### config.mk
export PLATFORM = sky130hd
export DESIGN_NAME = mem_access_ctrl_flat
export DESIGN_NICKNAME = d
export VERILOG_FILES = /design/src/rtl/mem_access_ctrl_if.sv /design/src/rtl/mem_access_ctrl.sv /design/src/flat_wrapper.sv
export SDC_FILE = /design/constraint.sdc
export NUM_CORES = 1
export LEC_CHECK = 0
export BUFFER_PORTS_ARGS = -buffer_cell sky130_fd_sc_hd__buf_4
export CAP_MARGIN = 15
export CORE_MARGIN = 2
export CORE_UTILIZATION = 50
export CTS_BUF_LIST = sky130_fd_sc_hd__clkbuf_8
export CTS_CLUSTER_DIAMETER = 50
export DETAILED_ROUTE_END_ITERATION = 16
export PLACE_DENSITY = 0.78
export SETUP_SLACK_MARGIN = 0.3
export SKIP_LAST_GASP = 1
export SLEW_MARGIN = 20
export SYNTH_ARGS = -nofsm -noshare
export SYNTH_HDL_FRONTEND = slang
export SYNTH_SLANG_ARGS = --single-unit
### constraint.sdc
create_clock -name clk -period 4 [get_ports clk]
set_input_delay 0.2 -clock clk [delete_from_list [all_inputs] [get_ports clk]]
set_output_delay 0.2 -clock clk [all_outputs]
set_load 0.005 [all_outputs]
### src/rtl/mem_access_ctrl_if.sv
// mem_access_ctrl_if: core-side request/response bundle for the memory access controller
interface mem_access_ctrl_if;
  logic req;
  logic [31:0] addr;
  logic [31:0] wdata;
  logic we;
  logic [1:0] size;
  logic uns;
  logic busy;
  logic done;
  logic err;
  logic [31:0] rdata;
  modport master(output req, addr, wdata, we, size, uns, input busy, done, err, rdata);
  modport slave(input req, addr, wdata, we, size, uns, output busy, done, err, rdata);
endinterface

### src/rtl/mem_access_ctrl.sv
// mem_access_ctrl: sized/aligned load-store sequencer over a word-wide data memory
module mem_access_ctrl (
  input  logic               clk,
  input  logic               rst,
  mem_access_ctrl_if.slave   bus,
  output logic [31:0]        A,
  output logic [31:0]        WD,
  output logic               WE,
  input  logic [31:0]        RD
);
  typedef enum logic [1:0] {IDLE, READ, WRITE, RESP} state_t;
  state_t state, nxt;
  logic [31:0] addr_q, wdata_q, word_q, rdata_q;
  logic [1:0] size_q;
  logic we_q, uns_q, bad_q, bad;
  logic [4:0] sh;
  logic [31:0] lane, keep, ext, merged;
  assign A = {addr_q[31:2], 2'b00};
  assign bus.rdata = rdata_q;
  always_comb begin
    bad = bus.size == 2'd3 || (bus.size == 2'd1 && bus.addr[0]) || (bus.size == 2'd2 && |bus.addr[1:0]);
    sh = {addr_q[1:0], 3'b000};
    lane = RD >> sh;
    keep = size_q == 2'd0 ? 32'hFF : 32'hFFFF;
    ext = size_q == 2'd0 ? {{24{~uns_q & lane[7]}}, lane[7:0]} :
          size_q == 2'd1 ? {{16{~uns_q & lane[15]}}, lane[15:0]} : RD;
    merged = size_q == 2'd2 ? wdata_q : (word_q & ~(keep << sh)) | ((wdata_q & keep) << sh);
  end
  always_comb begin
    nxt = state;
    bus.busy = state != IDLE;
    bus.done = state == RESP;
    bus.err = state == RESP && bad_q;
    WE = state == WRITE;
    WD = state == WRITE ? merged : 32'h0;
    unique case (state)
      IDLE:  if (bus.req) nxt = bad ? RESP : (bus.we && bus.size == 2'd2) ? WRITE : READ;
      READ:  nxt = we_q ? WRITE : RESP;
      WRITE: nxt = RESP;
      RESP:  nxt = IDLE;
    endcase
  end
  always_ff @(posedge clk) begin
    if (!rst) begin
      state <= IDLE;
      addr_q <= '0;
      wdata_q <= '0;
      word_q <= '0;
      rdata_q <= '0;
      size_q <= '0;
      we_q <= 1'b0;
      uns_q <= 1'b0;
      bad_q <= 1'b0;
    end else begin
      state <= nxt;
      if (state == IDLE && bus.req) begin
        addr_q <= bus.addr;
        wdata_q <= bus.wdata;
        size_q <= bus.size;
        we_q <= bus.we;
        uns_q <= bus.uns;
        bad_q <= bad;
      end
      if (state == READ) begin
        word_q <= RD;
        if (!we_q) rdata_q <= ext;
      end
    end
  end
endmodule

### src/flat_wrapper.sv
// flat-port wrapper written by rule: the top's interface ports become plain ports
module mem_access_ctrl_flat 
  (clk, rst, A, WD, WE, RD, bus_req, bus_addr, bus_wdata, bus_we, bus_size, bus_uns, bus_busy, bus_done, bus_err, bus_rdata);
  mem_access_ctrl_if bus_i ();
  input  logic clk;
  input  logic rst;
  output logic [31:0] A;
  output logic [31:0] WD;
  output logic WE;
  input  logic [31:0] RD;
  input wire logic [$bits(bus_i.req)-1:0] bus_req;
  input wire logic [$bits(bus_i.addr)-1:0] bus_addr;
  input wire logic [$bits(bus_i.wdata)-1:0] bus_wdata;
  input wire logic [$bits(bus_i.we)-1:0] bus_we;
  input wire logic [$bits(bus_i.size)-1:0] bus_size;
  input wire logic [$bits(bus_i.uns)-1:0] bus_uns;
  output wire logic [$bits(bus_i.busy)-1:0] bus_busy;
  output wire logic [$bits(bus_i.done)-1:0] bus_done;
  output wire logic [$bits(bus_i.err)-1:0] bus_err;
  output wire logic [$bits(bus_i.rdata)-1:0] bus_rdata;
  assign bus_i.req = bus_req;
  assign bus_i.addr = bus_addr;
  assign bus_i.wdata = bus_wdata;
  assign bus_i.we = bus_we;
  assign bus_i.size = bus_size;
  assign bus_i.uns = bus_uns;
  assign bus_busy = bus_i.busy;
  assign bus_done = bus_i.done;
  assign bus_err = bus_i.err;
  assign bus_rdata = bus_i.rdata;
  mem_access_ctrl u_core (.clk(clk), .rst(rst), .bus(bus_i), .A(A), .WD(WD), .WE(WE), .RD(RD));
endmodule
After elaboration in Yosys (flattened, before gate mapping)
Cells that the tools add are included. Widths: inputs -> output; s select.

Word-level logic and storage cells: 51. Output and inout bits: 100. Register bits after elaboration: 135. Input bits: 103.

Bitwise logic cells: 8. Shifts and indexed selects: 3. Mux-type cells: 10. Reductions and logical operators: 12. Eq/ne operators: 9.

Operators by type and width (count): $mux 32 (4); $and 32x32->32 (2); $shl 32x5->32 (2); $not 32->32 (1); $or 32x32->32 (1); $shr 32x5->16 (1); $mux 16 (1); $eq 2x2->1 const B (5); $pmux 2 s4 (1); $eq 2x1->1 const B (3); $mux 2 (3); $logic_and 1x1->1 (5); $logic_not 2->1 (2); $and 1x1->1 (2); $logic_or 1x1->1 (2); $ne 2x2->1 const B (1); $not 1->1 (2); $reduce_and 2->1 (1); $reduce_bool 2->1 (1); $reduce_or 2->1 (1); $mux 1 (1).

Logic depth before layout (Yosys ltp)
Gate-level depths: netlist of run 1.

Word-level depth: 8. Gate-level depth with buffers: 8. Mapped depth without buffers: 6.

Worst setup path before layout of run 1
OpenSTA, ideal clock, no wires.

Path kind: flip-flop to flip-flop. Start: register u_core.state[1]. End: register u_core.rdata_q[20], in the netlist u_core.bus.rdata[20]. Cell stages (with the launch flop): 9. Arrival: 1.581 ns. Required time: 3.864 ns. Buffers on the path: 4. Clock period less this slack: 1.717 ns. Setup time: 0.136 ns. Setup slack: 2.283 ns. Cell sequence: dfxtp_1 inv_1 ha_1 buf_2 nor2b_1 buf_2 clkbuf_1 clkbuf_1 a31oi_1.

Cells in the longest elaborated chain, start to end: 2.

RTL lines: start, declared (RTL line mem_access_ctrl.sv:12) `state_t state, nxt;`; start signal, assigned (RTL line mem_access_ctrl.sv:55) `state <= nxt;`; $eq 2x1->1 (RTL line mem_access_ctrl.sv:64) `if (state == READ) begin`; $reduce_and 2->1 (no source line); end signal, assigned (RTL line mem_access_ctrl.sv:66) `if (!we_q) rdata_q <= ext;`; end, declared (RTL line mem_access_ctrl.sv:13) `logic [31:0] addr_q, wdata_q, word_q, rdata_q;`.

No other way between the ends. A chain may end at the register's enable or synchronous reset.

Final worst setup path of run 1
Start: register u_core.addr_q[1]. End: output port WD[23].

Cells in the longest elaborated chain, start to end: 6. Elaborated cells on any way between the ends: 7. Those cells by class: shift (2); mux (2); bitwise (3).

RTL lines: start, declared (RTL line mem_access_ctrl.sv:13); start signal, assigned (RTL line mem_access_ctrl.sv:57) `addr_q <= bus.addr;`; $shl 32x5->32 (RTL line mem_access_ctrl.sv:27) `merged = size_q == 2'd2 ? wdata_q : (word_q & ~(keep << sh)) | ((wdata_q & keep) << sh);`; $not 32->32 (RTL line mem_access_ctrl.sv:27); $and 32x32->32 (RTL line mem_access_ctrl.sv:27); $or 32x32->32 (*) (RTL line mem_access_ctrl.sv:27); $mux 32 (*) (RTL line mem_access_ctrl.sv:27); $mux 32 (*) (RTL line mem_access_ctrl.sv:35) `WD = state == WRITE ? merged : 32'h0;`; end, declared (RTL line flat_wrapper.sv:8) `output logic [31:0] WD;`.

Every way passes the cells marked *; elsewhere a longest branch is shown, timed or not.

==> results of run 1 <==
## critical path: cells and delay by family, from the launching register on
kind | cells | cell delay (ns)
flops | 1 | 0.77
buf+inv | 2 | 0.49
simple gates | 2 | 0.23
compound gates | 2 | 0.89
## per-layer routing
layer	vias to the layer above	part of all wire [%]
met3	53	9.6
met2	335	45
met4	0	3.8
met5	-	0
li1	3219	-
met1	3079	42
## power by group
part | leakage, nW | internal [W] | switching (W)
clock | 0.223 | 0.000691 | 0.000520
combinational | 2.32 | 0.000950 | 0.00112
sequential | 1.11 | 0.00170 | 0.000270
total | 3.65 | 0.00334 | 0.00191
## what timing repair did
action	CTS	global route
resized for setup	0	0
hold endpoints to repair	50	0
hold buffers	50	0
## state kept, by name (all words and copies together) (netlist names)
name / flops
u_core.size_q: 2
u_core.word_q: 32
u_core.addr_q: 32
u_core.uns_q: 1
u_core.wdata_q: 32
u_core.bad_q: 1
u_core.state: 2
u_core.bus.rdata: 32
u_core.we_q: 1
## cell families (layout without fill, tap and decap cells)
group	after synthesis	after routing	share of synthesized area, %
other	1	2	0.05522
AOI/OAI and AO/OA	242	242	25.18
and+or+nand+nor	288	288	18.24
muxes	49	49	7.516
adders and majority gates	5	5	0.9211
buffers and inverters	111	300	8.290
DFF	135	135	39.79
## path summary, 6_finish.rpt
path | to | cells past startpoint
worst max register to register | u_core.bus.rdata[10] | 5
worst max-delay path | WD[23] | 6
worst min register to register | u_core.wdata_q[16] | 2
worst min-delay path | u_core.addr_q[24] | 3
## final cells by class
type                    count  area share [%]
repair buffers            260           23.08
clock inverters             9           1.377
inverters                   9          0.3754
well taps                 176           2.447
flip-flops and latches    135           30.03
multi-input cells         586           39.32
clock buffers              22           3.365
## placed cells by master (no fill, tap or decap), types with 2 or more instances in the layout
master                          count
sky130_fd_sc_hd__a31oi_1           16
sky130_fd_sc_hd__nor2b_1           38
sky130_fd_sc_hd__nor2_1            28
sky130_fd_sc_hd__a221oi_1           8
sky130_fd_sc_hd__nand2_1          192
sky130_fd_sc_hd__nand2b_1           5
sky130_fd_sc_hd__o31ai_1            6
sky130_fd_sc_hd__a21boi_0          78
sky130_fd_sc_hd__a22oi_1            5
sky130_fd_sc_hd__and2_1             2
sky130_fd_sc_hd__conb_1             2
sky130_fd_sc_hd__mux2_2             6
sky130_fd_sc_hd__o21ai_0           41
sky130_fd_sc_hd__a2bb2oi_1          7
sky130_fd_sc_hd__nand3_1           11
sky130_fd_sc_hd__a211oi_1           2
sky130_fd_sc_hd__o21a_1             2
sky130_fd_sc_hd__dlygate4sd3_1     50
sky130_fd_sc_hd__mux2i_1           42
sky130_fd_sc_hd__o22a_1             6
sky130_fd_sc_hd__o22ai_1           14
sky130_fd_sc_hd__bufinv_16          3
sky130_fd_sc_hd__a21oi_1           23
sky130_fd_sc_hd__o221ai_1          12
sky130_fd_sc_hd__o32ai_1           10
sky130_fd_sc_hd__o2bb2ai_1          2
sky130_fd_sc_hd__nor3_1             3
sky130_fd_sc_hd__clkbuf_8          22
sky130_fd_sc_hd__ha_1               4
sky130_fd_sc_hd__dfxtp_1          135
sky130_fd_sc_hd__inv_1             11
sky130_fd_sc_hd__clkinv_2           2
sky130_fd_sc_hd__o221a_2            5
sky130_fd_sc_hd__buf_4            210
## per-stage QoR
stage / total power, W / cell area, µm² / hold WS (ns)
floorplan: 0.003275 / 6795 / 0.3449
global placement: 0.003954 / 8071 / 0.4470
detailed placement: 0.003986 / 8071 / 0.4542
CTS: 0.005232 / 8999 / 0.0002352
global route: 0.005563 / 8999 / 0.01353
finish: 0.005247 / 8999 / 0.01391
==> results summary, run 1 <==
The worst hold path begins at bus_addr[24]. The aggregate routed wire length came out at 20920 µm. The initial cell density of the core came out at 51.28%.

The count of distinct cell types in the synthesized netlist is 46. The setup violation total in the final timing report is 0. In the synthesized netlist the dominant register cell turns out to be sky130_fd_sc_hd__dfxtp_1. The total inserted antenna cells is 0. In this run the tightest slew margin relative to its limit is 30.19%. After clock tree synthesis, the clock-pin slew on the worst setup and hold paths is 0.08 ns. The via count of the first global-routing pass is 6262. The count of maximum capacitance violations is 0. The wire length of the first global-routing pass is 32410 µm.

The finished layout holds 1197 standard cells, fillers aside. The top-level I/O count came out at 203. The number of antenna violations at the first check in global routing is 0. For this design, the slowest cell found on the critical path is sky130_fd_sc_hd__dfxtp_1. The die height is 120.5 µm. Sorting the synthesized cells by how often they occur yields sky130_fd_sc_hd__nand2_1, sky130_fd_sc_hd__dfxtp_1, sky130_fd_sc_hd__a21boi_0. The static power due to leakage came out at 3.650 nW.

The fraction of layout instances using a drive strength above 1 is 25.47%. The x dimension of the die came out at 120.5 µm. The biggest area consumer among synthesized cells is sky130_fd_sc_hd__dfxtp_1. The setup slack after placement is 1.539 ns. Data arrives at the worst endpoint at 2.84 ns.

The share of synthesized registers carrying an async set or reset came out at 0%. The final max-slew violation count came to 0. The setup TNS came out at 0 ns.

The number of warnings issued by yosys came out at 0. The cell at the root of the clock tree is sky130_fd_sc_hd__clkbuf_8. The clock passes through at most 2 buffers. After global routing the overflow that remains totals 0. The type of origin of the critical path is a flop. The violation count after the first detailed-routing iteration is 597. The power density relative to cell area is 583.0 nW/µm². The reg2reg setup slack came out at 1.67 ns.

The met3 layer usage reported by global route is 9.009%. The number of hold violations in the final report came to 0. At the end of routability-driven placement, the weighted congestion stood at 0.9332. Ranked by total cell area, the synthesized netlist is headed by sky130_fd_sc_hd__dfxtp_1, sky130_fd_sc_hd__nand2_1, sky130_fd_sc_hd__a21boi_0, sky130_fd_sc_hd__mux2i_1, sky130_fd_sc_hd__buf_4. Summing all flip-flop and latch instances after layout gives 2703 µm².

The total instance count after detailed placement is 1116. The beginning of the worst register-to-register path is u_core.addr_q[1]. The overall fraction of global-route tracks in use is 28.44%. The count of nets left with antenna violations once routing finished came out at 0. Setup repair after global routing left no endpoint under its margin.

STA classifies the critical path endpoint as a primary output. The synthesized area divided by synthesized cell count is 8.173 µm². The critical path required time is 3.80 ns. Global routing used 35.89% of the available met1 tracks. The area of combinational cells with multiple inputs came out at 3538 µm².

The later pin in the worst-skew pair is clocked with a latency of 0.45 ns. The die area came out at 14530 µm². The number of DRC violations after detailed routing is 0.

In the routed layout, each cell is associated on average with a via count of 5.586. Tracing the worst setup path back leads to its startpoint at u_core.addr_q[1]. The number of vias in the routed layout is 6686. The core box area came out at 13240 µm². The CTS H-tree depth is 4. The first detailed-routing pass took 5 iterations. The delay of the slowest cell on the worst path is 0.77 ns.

The number of clock sinks came out at 135. The slew of the pin with the lowest slew margin is 1.044 ns. Input and output buffers added on the ports amount to 200. In this run the biggest area consumer among cell types represents 39.79% of the synthesized area. The number of synthesized flops with an enable pin came out at 0.

For this run, the top clock speed supported by timing is 329.0 MHz. At the end of the flow, the number of nets in the layout was 1117. The type of the worst setup path is reg2out.

The largest fanout on the critical path came out at 17. The synthesized flop and latch total came out at 135. The final setup skew is 0.01098 ns. The final worst-path cycle share is 75.99%. In this run the most used layer during global routing was met2. The placed wire-length estimate is 14030 µm. Clock tree synthesis inserted a total of 17 buffers. The final cell utilization of the core is 67.95%.

The worst setup slack after layout is 0.9604 ns. Summing the sequential cell areas from Yosys gives 39.79% of the chip area. TritonCTS built the clock tree. The run finished with clean final reports. The wire length per cell after detailed routing is 17.47 µm. Traced cell by cell, the critical path runs through buf_4, nor2b_1, a21oi_1, nand2_1, a21oi_1, buf_4. The synthesized instance count came out at 831. The row count is 42. The mapped netlist covers 6792 µm². The clock period minus worst slack came out at 3.040 ns. The filler cell count is 1161.

The most common cell in the netlist is sky130_fd_sc_hd__nand2_1. The layout-stage area growth over the synthesis result came out at 32.50%. Once the clock tree was built, the setup fixing pass inserted 0 buffers. The peak supply drop came out at 0.0003185 V. Entering global routing, the biggest net connects 93 pins. The worst hold path belongs to the class in2reg. Global routing consumed, on the met2 layer, 44.03% of the routing resources.
Power figures use the tool's default switching activity.
==> run 2: changes to the inputs <==
Settings changed: ABC_AREA set to 1.
Clock period 4 ns to 3 ns, I/O delays scaled along.
==> run 2 against run 1 <==
  * Synthesized cell count grew 19%
  * First-iteration DRC count grew 8.5%
  * Largest cell class unchanged
  * Clock skew shrank 0.0031 ns
  * Via count grew 9.9%
  * Critical path depth shrank 1
  * Critical path type unchanged
==> results summary, run 2 <==
The portion of the post-synthesis area used by sequential elements came out at 39.96% (was 39.79%). The row count is 42 (unchanged). The final max-slew violation count is 0 (unchanged). The number of DRC violations after detailed routing was 0 (unchanged). Setup repair after global routing missed its margin: false (unchanged). The critical path required time is 2.85 ns (was 3.80 ns). The number of vias in the routed layout was 7350 (was 6686). The TritonCTS buffer count came to 17 (unchanged). The worst-skew pair later-pin latency came out at 0.45 ns (about the same). The setup TNS came to 0 ns (unchanged). The count of input and output buffers is 200 (unchanged). Result of the run: finished clean (unchanged). The leading cell type in the layout, fill and taps excluded is sky130_fd_sc_hd__buf_4 (unchanged). The power density relative to cell area is 861.0 nW/µm² (was 583.0 nW/µm²). The area share of the largest cell type after synthesis came out at 39.96% (was 39.79%). The number of warnings issued by yosys was 0 (unchanged). The biggest area consumer among synthesized cells is sky130_fd_sc_hd__dfxtp_1 (unchanged). The count of distinct cell types in the synthesized netlist is 30 (was 46).

The type of the worst setup path was reg2out (unchanged). The die height came to 120.3 µm (was 120.5 µm). List of most frequent post-synthesis cells: sky130_fd_sc_hd__nor2_1, sky130_fd_sc_hd__o21ai_0, sky130_fd_sc_hd__nand2_1 (was sky130_fd_sc_hd__nand2_1, sky130_fd_sc_hd__dfxtp_1, sky130_fd_sc_hd__a21boi_0).

The placed wire-length estimate came out at 14570 µm (was 14030 µm). The total standard cell area after synthesis came out at 6764 µm² (was 6792 µm²). The top-level I/O count came out at 203 (unchanged). Area contributors post-synth: sky130_fd_sc_hd__dfxtp_1, sky130_fd_sc_hd__o21ai_0, sky130_fd_sc_hd__nor2_1, sky130_fd_sc_hd__nand2_1, sky130_fd_sc_hd__a21oi_1 (was sky130_fd_sc_hd__dfxtp_1, sky130_fd_sc_hd__nand2_1, sky130_fd_sc_hd__a21boi_0, sky130_fd_sc_hd__mux2i_1, sky130_fd_sc_hd__buf_4). The synthesized area divided by synthesized cell count is 6.853 µm² (was 8.173 µm²). The final cell utilization of the core is 70.41% (was 67.95%). The violation count after the first detailed-routing iteration came out at 648 (was 597).

The number of synthesized flops with an enable pin came out at 0 (unchanged). The slew of the pin with the lowest slew margin is 0.8041 ns (was 1.044 ns). The sum of internal, switching and leakage power came out at 0.008028 W (was 0.005247 W).

The filler cell count is 1126 (was 1161). The total inserted antenna cells is 0 (unchanged). The clock tree from TritonCTS is built (unchanged). The overall fraction of global-route tracks in use was 30.79% (was 28.44%).

The critical path capture point type was a primary output (unchanged). The number of hold violations in the final report came out at 0 (unchanged). The number of nets in the final layout came to 1323 (was 1117). The wire length of the first global-routing pass is 35410 µm (was 32410 µm). Static timing analysis puts the maximum clock frequency at 402.2 MHz. The number of setup buffers added after CTS came out at 0 (unchanged). The reg2reg setup slack is 0.83 ns (was 1.67 ns). The most common cell in the netlist is sky130_fd_sc_hd__nor2_1 (was sky130_fd_sc_hd__nand2_1). The die area is 14470 µm² (was 14530 µm²). The maximum number of buffers from clock root to sink was 2 (unchanged). The worst hold-check path type is in2reg (unchanged).

The final RePlAce weighted congestion came to 0.9740 (was 0.9332). The x dimension of the die came to 120.3 µm (was 120.5 µm). The detail-routed via count per cell is 5.235 (was 5.586). The peak supply drop is 0.0005153 V (was 0.0003185 V). The clock-pin slew on the worst setup and hold paths came out at 0.07 ns (was 0.08 ns). The setup violation total in the final timing report is 0 (unchanged). The data arrival at the endpoint of the critical path is 2.34 ns (was 2.84 ns). The initial cell density of the core was 51.08% (was 51.28%). The wire length per cell after detailed routing came to 15.83 µm (was 17.47 µm). The remaining global-route overflow came out at 0 (unchanged). The largest fanout on the critical path came out at 26 (was 17). The relative slew slack is 46.39% (was 30.19%).

The layout-stage area growth over the synthesis result is 37.85% (was 32.50%). The number of antenna violations at the first check in global routing was 0 (unchanged). The worst setup slack after layout is 0.5135 ns (was 0.9604 ns). The dominant register cell in the synthesized netlist was sky130_fd_sc_hd__dfxtp_1 (unchanged).

The fraction of layout instances using a drive strength above 1 is 23.13% (was 25.47%). The synthesized instance count was 987 (was 831). Commonest cells after routing, fill and taps aside: sky130_fd_sc_hd__buf_4, sky130_fd_sc_hd__nor2_1, sky130_fd_sc_hd__o21ai_0 (was sky130_fd_sc_hd__buf_4, sky130_fd_sc_hd__nand2_1, sky130_fd_sc_hd__dfxtp_1).

The final worst-path cycle share is 82.88%. The number of clock sinks came out at 135 (unchanged). The setup slack after placement came out at 0.7472 ns (was 1.539 ns). The via count of the first global-routing pass came to 7075 (was 6262). The static power due to leakage is 4.257 nW (was 3.650 nW). The final setup skew came out at 0.007829 ns (was 0.01098 ns). The number of search-and-repair iterations in the first detailed-routing pass is 5 (unchanged).

The clock period minus worst slack is 2.486 ns. The core box area came out at 13240 µm² (unchanged). The aggregate routed wire length is 22230 µm (was 20920 µm). The residual antenna-violating net count after detailed routing was 0 (unchanged).

The synthesized flop and latch total came out at 135 (unchanged). The count of maximum capacitance violations is 0 (unchanged). The share of synthesized registers carrying an async set or reset is 0% (unchanged). The cell at the root of the clock tree is sky130_fd_sc_hd__clkbuf_8 (unchanged). The pin count of the biggest net entering global routing came out at 70 (was 93). The CTS H-tree depth is 4 (unchanged).

The type of origin of the critical path is a flop (unchanged).
-- run 2: cell types whose count changed after synthesis, moves of 10 or more --
cell                       delta
sky130_fd_sc_hd__a21boi_0    -78
sky130_fd_sc_hd__a21oi_1     +46
sky130_fd_sc_hd__clkbuf_1    -12
sky130_fd_sc_hd__inv_1       +35
sky130_fd_sc_hd__mux2i_1     -42
sky130_fd_sc_hd__nand2_1     -44
sky130_fd_sc_hd__nand3_1     +29
sky130_fd_sc_hd__nor2_1     +177
sky130_fd_sc_hd__nor2_2      +18
sky130_fd_sc_hd__nor2b_1     -39
sky130_fd_sc_hd__o21ai_0    +136
sky130_fd_sc_hd__o221ai_1    -12
sky130_fd_sc_hd__o22ai_1     -14
sky130_fd_sc_hd__o32ai_1     -10
-- run 2: area by class of cell --
class | count | area, µm² | share of cell area [%]
repair buffers | 304 | 2515 | 26.97
well taps | 176 | 220.2 | 2.362
clock inverters | 11 | 83.83 | 0.8991
flip-flops and latches | 135 | 2705 | 29.01
multi-input cells | 708 | 3322 | 35.63
clock buffers | 21 | 289.0 | 3.100
inverters | 49 | 188.9 | 2.026
-- run 2: critical path, stage by stage, from the launching register on --
cell	delay, ns
sky130_fd_sc_hd__dfxtp_1	0.34
sky130_fd_sc_hd__inv_1	0.11
sky130_fd_sc_hd__ha_1	0.69
sky130_fd_sc_hd__o21ai_0	0.32
sky130_fd_sc_hd__a21oi_1	0.28
sky130_fd_sc_hd__buf_4	0.15
-- run 2: repair_timing --
item                                   CTS  global route
endpoints found under the hold margin   92             1
hold buffers                            92             1
setup endpoints to repair                0             8
gates resized for setup                  0             2
-- run 2: final timing paths --
kind,from,to,depth (start not counted)
max,u_core.state[0],WD[31],5
min,RD[30],u_core.word_q[30],3
max reg2reg,u_core.state[0],u_core.addr_q[26],7
min reg2reg,u_core.wdata_q[21],u_core.wdata_q[21],2
-- run 2: cells by family after synthesis --
logic type / after synthesis / share of synthesized area (%)
compound gates: 265 / 19.92
fa+ha+maj: 5 / 0.9249
buf+inv: 145 / 11.02
flops: 135 / 39.96
other cells: 1 / 0.05544
simple gates: 436 / 28.12
-- run 2: stage by stage --
stage	hold WS [ns]	std cells	instance area, µm²
2_1_floorplan	0.2849	988	6768
6_report	0.01680	1404	9324
3_5_place_dp	0.4059	1279	8018
5_1_grt	0.02778	1404	9324
3_3_place_gp	0.3884	1279	8018
4_1_cts	0.0006527	1403	9311
-- run 2: layer usage --
metal | up-vias | wire length [µm] | GRT usage [%]
li1 | 3627 | - | -
met1 | 3339 | 9359 | 38.87
met2 | 339 | 10630 | 51.99
met3 | 45 | 1741 | 6.887
met4 | 0 | 499 | 10.54
met5 | - | 0 | 0
-- run 2: power breakdown --
part	total (W)	leakage [nW]	internal, W	switching, W
clock	0.00142	0.203	0.000727	0.000696
sequential	0.00285	1.11	0.00243	0.000424
combinational	0.00375	2.94	0.00152	0.00223
==> run 3: changes to the inputs <==
Settings changed: CORE_UTILIZATION 50 to 48.
Clock period 3 ns to 2.15 ns, I/O delays scaled along.
==> run 3 against run 2 <==
  * Wire length increased by 9.5%
  * Sequential share of layout area decreased by 1.9 points
  * Sequential power increased by 42%
  * Critical path type unchanged
  * Utilization increased by 2.1 points
  * Hold slack improved by 0.037 ns
  * Non-clock buffer count increased by 35
  * Worst setup slack got worse by 0.38 ns
  * Global-route usage about the same
  * Critical path depth increased by 3
  * Clock skew increased by 0.0018 ns
==> results summary, run 3 (synthesized netlist as in run 2, its figures left out) <==
Result of the run: finished clean (unchanged). The detail-routed via count per cell came out at 5.352 (was 5.235). The worst hold-check path type was in2reg (unchanged). The final RePlAce weighted congestion is 0.9456 (was 0.9740). The top-level I/O count came out at 203 (unchanged). The cell at the root of the clock tree is sky130_fd_sc_hd__clkbuf_8 (unchanged). The final non-filler cell area is 10020 µm² (was 9324 µm²).

The fraction of layout instances using a drive strength above 1 was 27.76% (was 23.13%). The die area came to 15060 µm² (was 14470 µm²). The count of input and output buffers came out at 200 (unchanged). The wire length per cell after detailed routing is 16.81 µm (was 15.83 µm). The die height is 122.7 µm (was 120.3 µm). The clock tree from TritonCTS is built (unchanged).

The number of search-and-repair iterations in the first detailed-routing pass is 6 (was 5). The final setup skew is 0.009590 ns (was 0.007829 ns). The largest fanout on the critical path is 7 (was 26).

The static power due to leakage came out at 4.513 nW (was 4.257 nW). The type of origin of the critical path was a flop (unchanged). The worst-skew pair later-pin latency came out at 0.47 ns (was 0.45 ns). The pin count of the biggest net entering global routing is 101 (was 70). The wire length of the first global-routing pass came out at 36100 µm (was 35410 µm). The leading cell type in the layout, fill and taps excluded was sky130_fd_sc_hd__buf_4 (unchanged). The number of hold violations in the final report is 0 (unchanged). The residual antenna-violating net count after detailed routing is 0 (unchanged).

The peak supply drop came to 0.0005989 V (was 0.0005153 V). Commonest cells after routing, fill and taps aside: sky130_fd_sc_hd__buf_4, sky130_fd_sc_hd__nor2_1, sky130_fd_sc_hd__o21ai_0 (unchanged). The critical path required time came to 2.04 ns (was 2.85 ns). The overall fraction of global-route tracks in use came out at 30.81% (was 30.79%). The remaining global-route overflow came to 0 (unchanged). The data arrival at the endpoint of the critical path was 1.91 ns (was 2.34 ns). Derived from the worst setup path, the maximum achievable clock frequency is 495.4 MHz. The setup violation total in the final timing report came out at 0 (unchanged). The number of antenna violations at the first check in global routing is 0 (unchanged).

The slew of the pin with the lowest slew margin came to 0.5874 ns (was 0.8041 ns). The number of clock sinks is 135 (unchanged). The hold slack is 0.05386 ns (was 0.01680 ns).

The final max-slew violation count was 0 (unchanged). The relative slew slack came out at 60.84% (was 46.39%). The TritonCTS buffer count came out at 17 (unchanged).

The number of vias in the routed layout came out at 7749 (was 7350). The violation count after the first detailed-routing iteration was 788 (was 648). The CTS H-tree depth is 4 (unchanged). The number of DRC violations after detailed routing came to 0 (unchanged). The final worst-path cycle share is 93.89%. The initial cell density of the core is 48.92% (was 51.08%). The layout-stage area growth over the synthesis result came to 48.17% (was 37.85%). The count of maximum capacitance violations came out at 0 (unchanged). The power density relative to cell area is 1242 nW/µm² (was 861.0 nW/µm²). The core box area came out at 13830 µm² (was 13240 µm²). The number of nets in the final layout came to 1363 (was 1323). The aggregate routed wire length came out at 24350 µm (was 22230 µm). The setup TNS came to 0 ns (unchanged). The row count is 43 (was 42). The total cell area at the placement stage is 8080 µm² (was 8018 µm²). The x dimension of the die is 122.7 µm (was 120.3 µm). The clock period minus worst slack came out at 2.019 ns. The type of the worst setup path is reg2out (unchanged). The maximum number of buffers from clock root to sink came out at 2 (unchanged). The clock-pin slew on the worst setup and hold paths is 0.08 ns (was 0.07 ns). Setup repair after global routing missed its margin: true (was false).

The placed wire-length estimate came out at 14760 µm (was 14570 µm). The total inserted antenna cells is 0 (unchanged). The critical path capture point type is a primary output (unchanged). The via count of the first global-routing pass was 7196 (was 7075).
-- run 3: changes by cell type in the layout (fill, tap and decap cells not counted), sizes merged --
cell | before | now
bufinv | 1 | 3
dlygate4sd3 | 93 | 101
nor2 | 230 | 231
clkinvlp | 2 | 5
buf | 211 | 237
inv | 52 | 50
nand2 | 153 | 154
clkinv | 5 | 6
-- run 3: final timing paths --
kind	from	to	slack [ns]	cells after the start
hold / removal	rst	u_core.bus.rdata[3]	0.05	3
setup reg to reg	u_core.state[1]	u_core.bus.rdata[31]	0.37	8
setup / recovery	u_core.size_q[1]	WD[26]	0.13	8
hold reg to reg	u_core.addr_q[8]	u_core.addr_q[8]	0.49	2
-- run 3: timing repair --
action                                  in CTS  in global routing
cloned                                       4                  2
resized for setup                           33                 62
endpoints found under the setup margin      32                 35
endpoints found under the hold margin      118                  0
hold buffers                               101                  0
setup buffers                               13                  7
pin swaps                                   11                 10
-- run 3: final cells by class --
| class | instances | area, µm² |
|---|---|---|
| fillers | 1038 | 3805 |
| repair inverters | 3 | 22.52 |
| well taps | 180 | 225.2 |
| clock inverters | 12 | 133.9 |
| flip-flops and latches | 135 | 2715 |
| repair buffers | 339 | 2920 |
| clock buffers | 20 | 275.3 |
| multi-input cells | 710 | 3532 |
| inverters | 49 | 197.7 |
-- run 3: where the power goes --
group	total [W]	switching (W)	internal, W
Sequential	0.00406	0.000658	0.00340
Combinational	0.00617	0.00353	0.00263
Clock	0.00222	0.00100	0.00122
-- run 3: through the flow --
stage / setup WS (ns) / utilization (%) / total power, W / std cells
after floorplan: 0.7050 / - / 0.007372 / 988
final: 0.1313 / 72.48 / 0.01245 / 1448
after CTS: 0.1455 / 70.46 / 0.01171 / 1439
after detailed placement: 0.3981 / 58.44 / 0.009049 / 1289
after global routing: 0.09179 / 72.48 / 0.01321 / 1448
after global placement: 0.4026 / 58.44 / 0.008943 / 1289
-- run 3: critical path, stage by stage, from the launching register on --
cell	delay (ns)
sky130_fd_sc_hd__dfxtp_4	0.37
sky130_fd_sc_hd__inv_6	0.05
sky130_fd_sc_hd__nor2_4	0.16
sky130_fd_sc_hd__buf_12	0.14
sky130_fd_sc_hd__buf_8	0.10
sky130_fd_sc_hd__clkinvlp_4	0.17
sky130_fd_sc_hd__o21ai_0	0.21
sky130_fd_sc_hd__a21oi_1	0.09
sky130_fd_sc_hd__buf_4	0.14
-- run 3: per-layer routing --
layer  wire, µm  share of wire (%)  track usage [%]
met2      11310                 46            50.45
met5          0                  0                0
met4        831                3.4            13.58
met3       2567                 11            9.572
met1       9643                 40            37.07
